===== src/rtl/lion_gate_conditioner.sv =====
`default_nettype none
// +--------------------------------------------------------------------+
// | Module : lion_gate_conditioner                                     |
// | Brief  : Synchronises and debounces the two lion-cage light gates, |
// |          then decodes gate-break order into enter/exit events and  |
// |          flags illegal or stalled passages.                        |
// | Rev    : 1.0  initial release                                      |
// +--------------------------------------------------------------------+
module lion_gate_conditioner #(
  parameter int unsigned DEBOUNCE_CYCLES = 16,
  parameter int unsigned TIMEOUT_CYCLES  = 1024
) (
  input  logic clk,
  input  logic reset,
  input  logic gate_one_raw,
  input  logic gate_two_raw,
  output logic gate_one,
  output logic gate_two,
  output logic enter_pulse,
  output logic exit_pulse,
  output logic seq_error,
  output logic busy
);

  localparam int unsigned CNT_W = $clog2(DEBOUNCE_CYCLES + 1);
  localparam int unsigned TMR_W = $clog2(TIMEOUT_CYCLES + 1);
  // Counter value on the last differing cycle before the stable value flips.
  localparam logic [CNT_W-1:0] c_db_last  = CNT_W'(DEBOUNCE_CYCLES - 1);
  // Timer value whose increment would land on TIMEOUT_CYCLES-1.
  localparam logic [TMR_W-1:0] c_tmr_last = TMR_W'(TIMEOUT_CYCLES - 2);

  typedef enum logic [2:0] {
    S_IDLE = 3'd0,
    S_E1   = 3'd1,
    S_E2   = 3'd2,
    S_E3   = 3'd3,
    S_X1   = 3'd4,
    S_X2   = 3'd5,
    S_X3   = 3'd6,
    S_WAIT = 3'd7
  } state_t;

  // Bit 0 carries the outer gate, bit 1 the inner gate.
  logic [1:0] sync1_q, sync1_d;
  logic [1:0] sync2_q, sync2_d;
  logic [1:0] stable_w;
  logic [1:0] pair_w;

  state_t           state_q, state_d;
  logic [TMR_W-1:0] timer_q, timer_d;
  logic             enter_q, enter_d;
  logic             exit_q, exit_d;
  logic             error_q, error_d;
  logic             illegal_w;

  // Two-flop synchroniser next values; the only place raw inputs are read.
  always_comb begin
    sync1_d = {gate_two_raw, gate_one_raw};
    sync2_d = sync1_q;
  end

  // Synchroniser flops.
  always_ff @(posedge clk or posedge reset) begin
    if (reset) begin
      sync1_q <= 2'b00;
      sync2_q <= 2'b00;
    end else begin
      sync1_q <= sync1_d;
      sync2_q <= sync2_d;
    end
  end

  for (genvar i = 0; i < 2; i++) begin : g_debounce
    logic [CNT_W-1:0] cnt_q, cnt_d;
    logic             stable_q, stable_d;

    // Count consecutive disagreeing cycles; adopt the new level on the last one.
    always_comb begin
      cnt_d    = '0;
      stable_d = stable_q;
      if (sync2_q[i] != stable_q) begin
        if (cnt_q == c_db_last) begin
          stable_d = sync2_q[i];
        end else begin
          cnt_d = cnt_q + CNT_W'(1);
        end
      end
    end

    // Debounce counter and stable level flops.
    always_ff @(posedge clk or posedge reset) begin
      if (reset) begin
        cnt_q    <= '0;
        stable_q <= 1'b0;
      end else begin
        cnt_q    <= cnt_d;
        stable_q <= stable_d;
      end
    end

    assign stable_w[i] = stable_q;
  end

  assign gate_one = stable_w[0];
  assign gate_two = stable_w[1];
  // Outer gate as the high bit so 2'b10 reads "outer broken only".
  assign pair_w   = {gate_one, gate_two};

  // Direction FSM next state, passage timer and event pulses.
  always_comb begin
    state_d   = state_q;
    timer_d   = timer_q;
    enter_d   = 1'b0;
    exit_d    = 1'b0;
    error_d   = 1'b0;
    illegal_w = 1'b0;
    case (state_q)
      S_IDLE: begin
        timer_d = '0;
        case (pair_w)
          2'b10:   state_d = S_E1;
          2'b01:   state_d = S_X1;
          2'b11:   illegal_w = 1'b1;
          default: state_d = S_IDLE;
        endcase
      end
      S_WAIT: begin
        timer_d = '0;
        if (pair_w == 2'b00) begin
          state_d = S_IDLE;
        end
      end
      default: begin
        timer_d = timer_q + TMR_W'(1);
        // Completion outranks timeout, which outranks every other move.
        if (state_q == S_E3 && pair_w == 2'b00) begin
          enter_d = 1'b1;
          state_d = S_IDLE;
        end else if (state_q == S_X3 && pair_w == 2'b00) begin
          exit_d  = 1'b1;
          state_d = S_IDLE;
        end else if (timer_q == c_tmr_last) begin
          illegal_w = 1'b1;
        end else begin
          case (state_q)
            S_E1: case (pair_w)
              2'b00:   state_d = S_IDLE;
              2'b11:   state_d = S_E2;
              2'b01:   illegal_w = 1'b1;
              default: state_d = state_q;
            endcase
            S_E2: case (pair_w)
              2'b01:   state_d = S_E3;
              2'b10:   state_d = S_E1;
              2'b00:   illegal_w = 1'b1;
              default: state_d = state_q;
            endcase
            S_E3: case (pair_w)
              2'b11:   state_d = S_E2;
              2'b10:   illegal_w = 1'b1;
              default: state_d = state_q;
            endcase
            S_X1: case (pair_w)
              2'b00:   state_d = S_IDLE;
              2'b11:   state_d = S_X2;
              2'b10:   illegal_w = 1'b1;
              default: state_d = state_q;
            endcase
            S_X2: case (pair_w)
              2'b10:   state_d = S_X3;
              2'b01:   state_d = S_X1;
              2'b00:   illegal_w = 1'b1;
              default: state_d = state_q;
            endcase
            S_X3: case (pair_w)
              2'b11:   state_d = S_X2;
              2'b01:   illegal_w = 1'b1;
              default: state_d = state_q;
            endcase
            default: state_d = state_q;
          endcase
        end
      end
    endcase
    if (illegal_w) begin
      error_d = 1'b1;
      state_d = S_WAIT;
    end
  end

  // FSM state, timer and registered event pulses.
  always_ff @(posedge clk or posedge reset) begin
    if (reset) begin
      state_q <= S_IDLE;
      timer_q <= '0;
      enter_q <= 1'b0;
      exit_q  <= 1'b0;
      error_q <= 1'b0;
    end else begin
      state_q <= state_d;
      timer_q <= timer_d;
      enter_q <= enter_d;
      exit_q  <= exit_d;
      error_q <= error_d;
    end
  end

  assign enter_pulse = enter_q;
  assign exit_pulse  = exit_q;
  assign seq_error   = error_q;
  assign busy        = (state_q != S_IDLE);

endmodule
`default_nettype wire


===== config.mk =====
export PLATFORM = sky130hd
export DESIGN_NAME = lion_gate_conditioner
export DESIGN_NICKNAME = d
export VERILOG_FILES = /design/src/rtl/lion_gate_conditioner.sv
export SDC_FILE = /design/constraint.sdc
export NUM_CORES = 1
export LEC_CHECK = 0
export ABC_AREA = 1
export CORE_ASPECT_RATIO = 0.9
export CORE_UTILIZATION = 57
export DETAILED_ROUTE_END_ITERATION = 8
export PLACE_DENSITY = 0.77
export SYNTH_ARGS = -nofsm -noshare
export SYNTH_HDL_FRONTEND = slang
export SYNTH_SLANG_ARGS = --single-unit

===== constraint.sdc =====
create_clock -name clk -period 3.94 [get_ports clk]
set_input_delay 0.394 -clock clk [delete_from_list [all_inputs] [get_ports clk]]
set_output_delay 0.394 -clock clk [all_outputs]
set_load 0.005 [all_outputs]

==> results of run 1 <==
## worst max-delay path by stage
stage,slack [ns],cells past startpoint,start,to
after global placement,2.20,3,state_q[2],busy
after detailed placement,2.17,3,state_q[2],busy
final,1.80,3,state_q[2],busy
after floorplan,2.53,11,gate_one,state_q[2]
after CTS,1.78,3,state_q[2],busy
after global routing,1.70,3,state_q[2],busy
## metrics by stage
| step | instance area [um2] | utilization, % |
|---|---|---|
| finish | 2003 | 70.04 |
| global placement | 1897 | 66.32 |
| detailed placement | 1897 | 66.32 |
| global route | 2003 | 70.04 |
| floorplan | 1794 | - |
| CTS | 2003 | 70.04 |
## power by group
part           internal [mW]  switching, mW  total (mW)
clock                  0.200          0.121       0.320
combinational        0.00854         0.0138      0.0223
sequential             0.346        0.00476       0.350
## cell families (layout without fill, tap and decap cells)
family	Yosys count	in the layout	share of synthesized area, %
buffers and inverters	27	41	7.462
AOI/OAI and AO/OA	27	27	9.344
and+or+nand+nor	118	118	31.94
adders and majority gates	4	4	2.790
xor gates and xnor gates	5	5	2.441
DFF	33	33	46.02
## metal layers
| metal | GRT usage (%) | vias to the layer above | wire [um] |
|---|---|---|---|
| li1 | - | 719 | - |
| met1 | 32.34 | 662 | 1580 |
| met2 | 40.68 | 29 | 1822 |
| met3 | 6.089 | 7 | 113 |
| met4 | 10.06 | 0 | 46 |
| met5 | 0 | - | 0 |
## state kept, by name, indices dropped and copies added, names as in the netlist
signal and count:
gate_one 1, sync2_q 2, gate_two 1, state_q 3, exit_pulse 1, timer_q 11
sync1_q 2, g_debounce.cnt_q 10, seq_error 1, enter_pulse 1
## layout by cell type, fill, tap and decap left out, drive strengths merged, types with 2 or more instances in the layout
cell type and n:
nand2 50, nor2 35, dfrtp 33, inv 24, nand3 22, a21oi 13
o21ai 11, clkdlybuf4s50 9, nor3 6, clkbuf 5, xor2 4, ha 4
and3 2, o21a 2, bufinv 2, nand4 2
## layout make-up
cell class                 count  area, um2
inverter                      23      88.84
clock buffer                   5      37.54
timing repair buffer          10      97.59
sequential                    33      825.8
multi-input combinational    154      834.6
clock inverter                 3      68.82
fill                         215      857.1
tap                           40      50.05
## worst reg2reg max path, delay by kind of cell, from the launching register on
family | cells | cell delay [ns]
AO/OA/AOI/OAI | 1 | 0.22
buffers and inverters | 1 | 0.12
flip-flops | 1 | 0.62
AND/OR/NAND/NOR | 8 | 0.73
==> flow_summary.ini, run 1 <==
[critical_path]
critPathRequiredTime_ns = 3.55
worstSetupStartpointType = flip-flop
rr_worst_depth = 10
worst-r2r-setup-slack_ns = 2.21
path_delay_family = buffers and inverters
arrival_ns = 1.75
cp_slowest_stage_delay_ns = 0.62
critPathMaxFanout = 10
regToRegEndpoint = state_q[1]
rr_startpoint = state_q[2]
end_kind = output pin
crit_buf_inv = 2
crit_type = flip-flop to output pin
worstPathCellList = inv_4, nand2_2, clkdlybuf4s50_1
slowest_stage = dfrtp_1

[logic_synthesis]
synth.distinct_cells = 28
yosysWarnings = 0
synth_edf_count = 0
netlist_instances = 214
synth_top_area_share_pct = 46.03
synth.net_count = 222
synth-seq-cells = 33
yosysMostFrequentCell = nand2_1
synth_top_flop_cell = dfrtp_1
synth_area_leader_cell = dfrtp_1
ys_seq_area_share_pct = 46.03
async_flop_share_pct = 100.0
synthesis.area_um2 = 1794
synth.top_cells.by_count = 40 x nand2_1, 33 x dfrtp_1, 31 x nor2_1, 20 x nand3_1, 16 x inv_1
avgSynthCellArea_um2 = 8.384
synthTopCellsByArea = dfrtp_1 46%, nand2_1 8.4%, nor2_1 6.5%

[placement]
port_buffers = 9
pre_cts_ws_ns = 2.170
dpl.cell_count = 260
place.gp.congestion = 0.9318
hpwlAfterDp_um = 2696

[route]
final_antenna_net_count = 0
avgRoutedWirePerCell_um = 13.29
drc_errors = 0
wl_um = 3563
dr.pass1.iters = 4
drt_iter0_drc = 79
vias = 1417
routed_via_density = 5.287

[timing]
finalWorstSetupSlack_ns = 1.797
slew_headroom_pct = 70.84
hold_ws_ns = 0.3663
totalNegativeSetupSlack_ns = 0
period_needed_ns = 2.143
tightest_slew_ns = 0.4373
final-setup-viol-count = 0
post-route-period-util_pct = 54.38
rsz0062_at_grt = no
skew_ns = 0.006287
fmax_mhz = 466.7
maxSlewViolCount = 0
hold_viol_final = 0

[die]
io_pins = 10
coreArea_um2 = 2860
start_util_pct = 62.73
die_width_um = 61.14
rows = 18
die-area_um2 = 3376
die_h_um = 55.23

[clock_network]
h-tree-depth = 2
numCtsBuffers = 5
cts_resized = 0
post-cts-setup-buffer-count = 0
clock_tree.buffer_depth = 2
cts_tree = built
cts_hold_buf = 0
clock_latency_ns = 0.34
clock-root-buffer = clkbuf_4
clk_pin_slew_ns = 0.11
cts.sinks = 33

[power]
p_total_uw = 692.9
p_leak_nw = 1.015
vdd_drop_max_v = 0.0002591
powerDensity_nw_per_um2 = 345.9

[cells_and_area]
diodes = 0
drive_gt1_share_pct = 15.79
nNetsFinal = 235
synthToLayoutAreaGrowth_pct = 11.65
fin_cells = 268

[global_routing]
gr-total-overflow = 0
grt_use_total_pct = 25.35
grt_pass1_vias = 1462
grt_pass1_wl_um = 6285
antenna_found_initial = 0
grt_max_degree = 34

[run]
drv_cap = 0

[worst_hold_path]
hp-class = flip-flop to flip-flop
holdPathStages = 0
min_from = sync1_q[1]
hold_end = sync2_q[1]

[outcome]
status = finished clean
No activity file was read; power rests on OpenSTA's default activity.
==> run 2, diff against run 1 <==
- clock period: 3.94 -> 2.05 ns (I/O delays scaled with it)
==> run 2 against run 1 <==
Flip-flop and latch count unchanged. Largest power group unchanged. Total power up 77%. Worst hold slack worse by 0.11 ns. Cell area down 0.94%. Sequential share of layout area up 0.52 points. Combinational power up 100%. Critical endpoint unchanged.
==> flow_summary.ini, run 2 (synthesis gave the netlist of run 1 again) <==
[outcome]
status = finished clean

[global_routing]
grt_pass1_wl_um = 6527
gr-total-overflow = 0
grt_pass1_vias = 1478
grt_max_degree = 34
antenna_found_initial = 0
grt_use_total_pct = 26.12

[critical_path]
rr_startpoint = timer_q[0]
arrival_ns = 1.70
rr_worst_depth = 8
slowest_stage = dfrtp_1
critPathRequiredTime_ns = 1.85
critPathMaxFanout = 8
cp_slowest_stage_delay_ns = 0.58
worst-r2r-setup-slack_ns = 0.30
worstPathCellList = nor2_2, nand2_2, clkdlybuf4s50_1
regToRegEndpoint = timer_q[10]
crit_type = flip-flop to output pin
crit_buf_inv = 1
crit_cells = 3
path_delay_family = flip-flops
crit_path_end = busy
worstSetupStartpointType = flip-flop
end_kind = output pin
crit_path_start = state_q[0]

[placement]
pre_cts_ws_ns = 0.3648
hpwlAfterDp_um = 2823
place.gp.congestion = 0.8971
port_buffers = 9
dpl.cell_count = 260

[clock_network]
clock_latency_ns = 0.33
h-tree-depth = 2
clock-root-buffer = clkbuf_4
clock_tree.buffer_depth = 2
cts.sinks = 33
numCtsBuffers = 5
cts_tree = built
post-cts-setup-buffer-count = 0
clk_pin_slew_ns = 0.11

[power]
vdd_drop_max_v = 0.0004182
powerDensity_nw_per_um2 = 619.2
p_leak_nw = 1.002

[route]
wl_um = 3806
final_antenna_net_count = 0
vias = 1499
dr.pass1.iters = 5
drc_errors = 0
drt_iter0_drc = 88
avgRoutedWirePerCell_um = 14.20
routed_via_density = 5.593

[die]
die_h_um = 55.23
die_width_um = 61.14
io_pins = 10
start_util_pct = 62.73
die-area_um2 = 3376
coreArea_um2 = 2860
rows = 18

[cells_and_area]
fin_cells = 268
regMostFlops = timer_q
diodes = 0
synthToLayoutAreaGrowth_pct = 10.60
largestRegisters = timer_q x11, g_debounce.cnt_q x10, state_q x3
layout_commonest_cell = nand2_1
final_cell_mix = 40 x nand2_1, 31 x nor2_1, 31 x dfrtp_1
largest_reg_flops = 11
nNetsFinal = 235
drive_gt1_share_pct = 16.23

[timing]
post-route-period-util_pct = 93.14
tightest_slew_ns = 0.4105
period_needed_ns = 1.909
rsz0062_at_grt = no
hold_viol_final = 0
maxSlewViolCount = 0
totalNegativeSetupSlack_ns = 0
fmax_mhz = 523.7
final-setup-viol-count = 0
slew_headroom_pct = 72.63
skew_ns = 0.007839
finalWorstSetupSlack_ns = 0.1406

[worst_hold_path]
hp-class = input port to asynchronous set/reset pin

[run]
drv_cap = 0
[run 2: cell types whose count changed in the layout (fill, tap and decap cells not counted), sizes merged]
| cell | change |
|---|---|
| inv | -1 |
| clkbuf | +2 |
| bufinv | -1 |
[run 2: final cells by class]
cell class / instances / area, um2
clock buffers: 7 / 55.05
clock inverters: 1 / 30.03
fillers: 215 / 875.8
inverters: 23 / 88.84
multi-input cells: 154 / 834.6
flip-flops and latches: 33 / 828.3
well taps: 40 / 50.05
repair buffers: 10 / 97.59
[run 2: worst register-to-register path, cell delays in order (launching register included)]
cell     delay, ns
dfrtp_1       0.42
ha_1          0.21
nand2_1       0.08
nor2_1        0.25
nand2_1       0.16
nor2_1        0.15
nand2_1       0.11
a21oi_1       0.18
o21a_1        0.15
[run 2: what timing repair did]
| action | CTS | global route |
|---|---|---|
| resized for setup | 0 | 2 |
| hold endpoints to repair | 0 | 0 |
| setup endpoints to repair | 0 | 1 |
| hold buffers | 0 | 0 |
[run 2: stage by stage]
step / hold slack (ns) / area [um2] / utilization (%) / total power, mW
final: 0.2570 / 1984 / 69.38 / 1.229
after CTS: 0.2735 / 1982 / 69.29 / 1.238
after global placement: 0.3332 / 1897 / 66.32 / 0.7256
after detailed placement: 0.3457 / 1897 / 66.32 / 0.7339
after global routing: 0.3038 / 1984 / 69.38 / 1.272
after floorplan: 0.2364 / 1794 / - / 0.7128
[run 2: worst min path at each step]
| stage | from | end |
|---|---|---|
| after global placement | sync1_q[0] | sync2_q[0] |
| after CTS | reset | timer_q[0] |
| after detailed placement | sync1_q[0] | sync2_q[0] |
| final | reset | timer_q[1] |
| after global routing | reset | g_debounce[0].cnt_q[2] |
| after floorplan | gate_one_raw | sync1_q[0] |
[run 2: power by group]
group	internal, mW	switching [mW]
combinational	0.0167	0.0286
clock	0.291	0.218
sequential	0.664	0.0105
[run 2: layer usage]
layer  GRT usage, %  wire, um  vias up
met5              0         0        -
met1          32.34      1579      712
met3          5.621       208        2
met2          44.25      2004       67
li1               -         -      718
met4          8.442        13        0
==> run 3, diff against run 2 <==
- CAP_MARGIN: unset -> 20
==> results of run 3 <==
The final DEF is identical to that of run 2; final timing and power are the same.
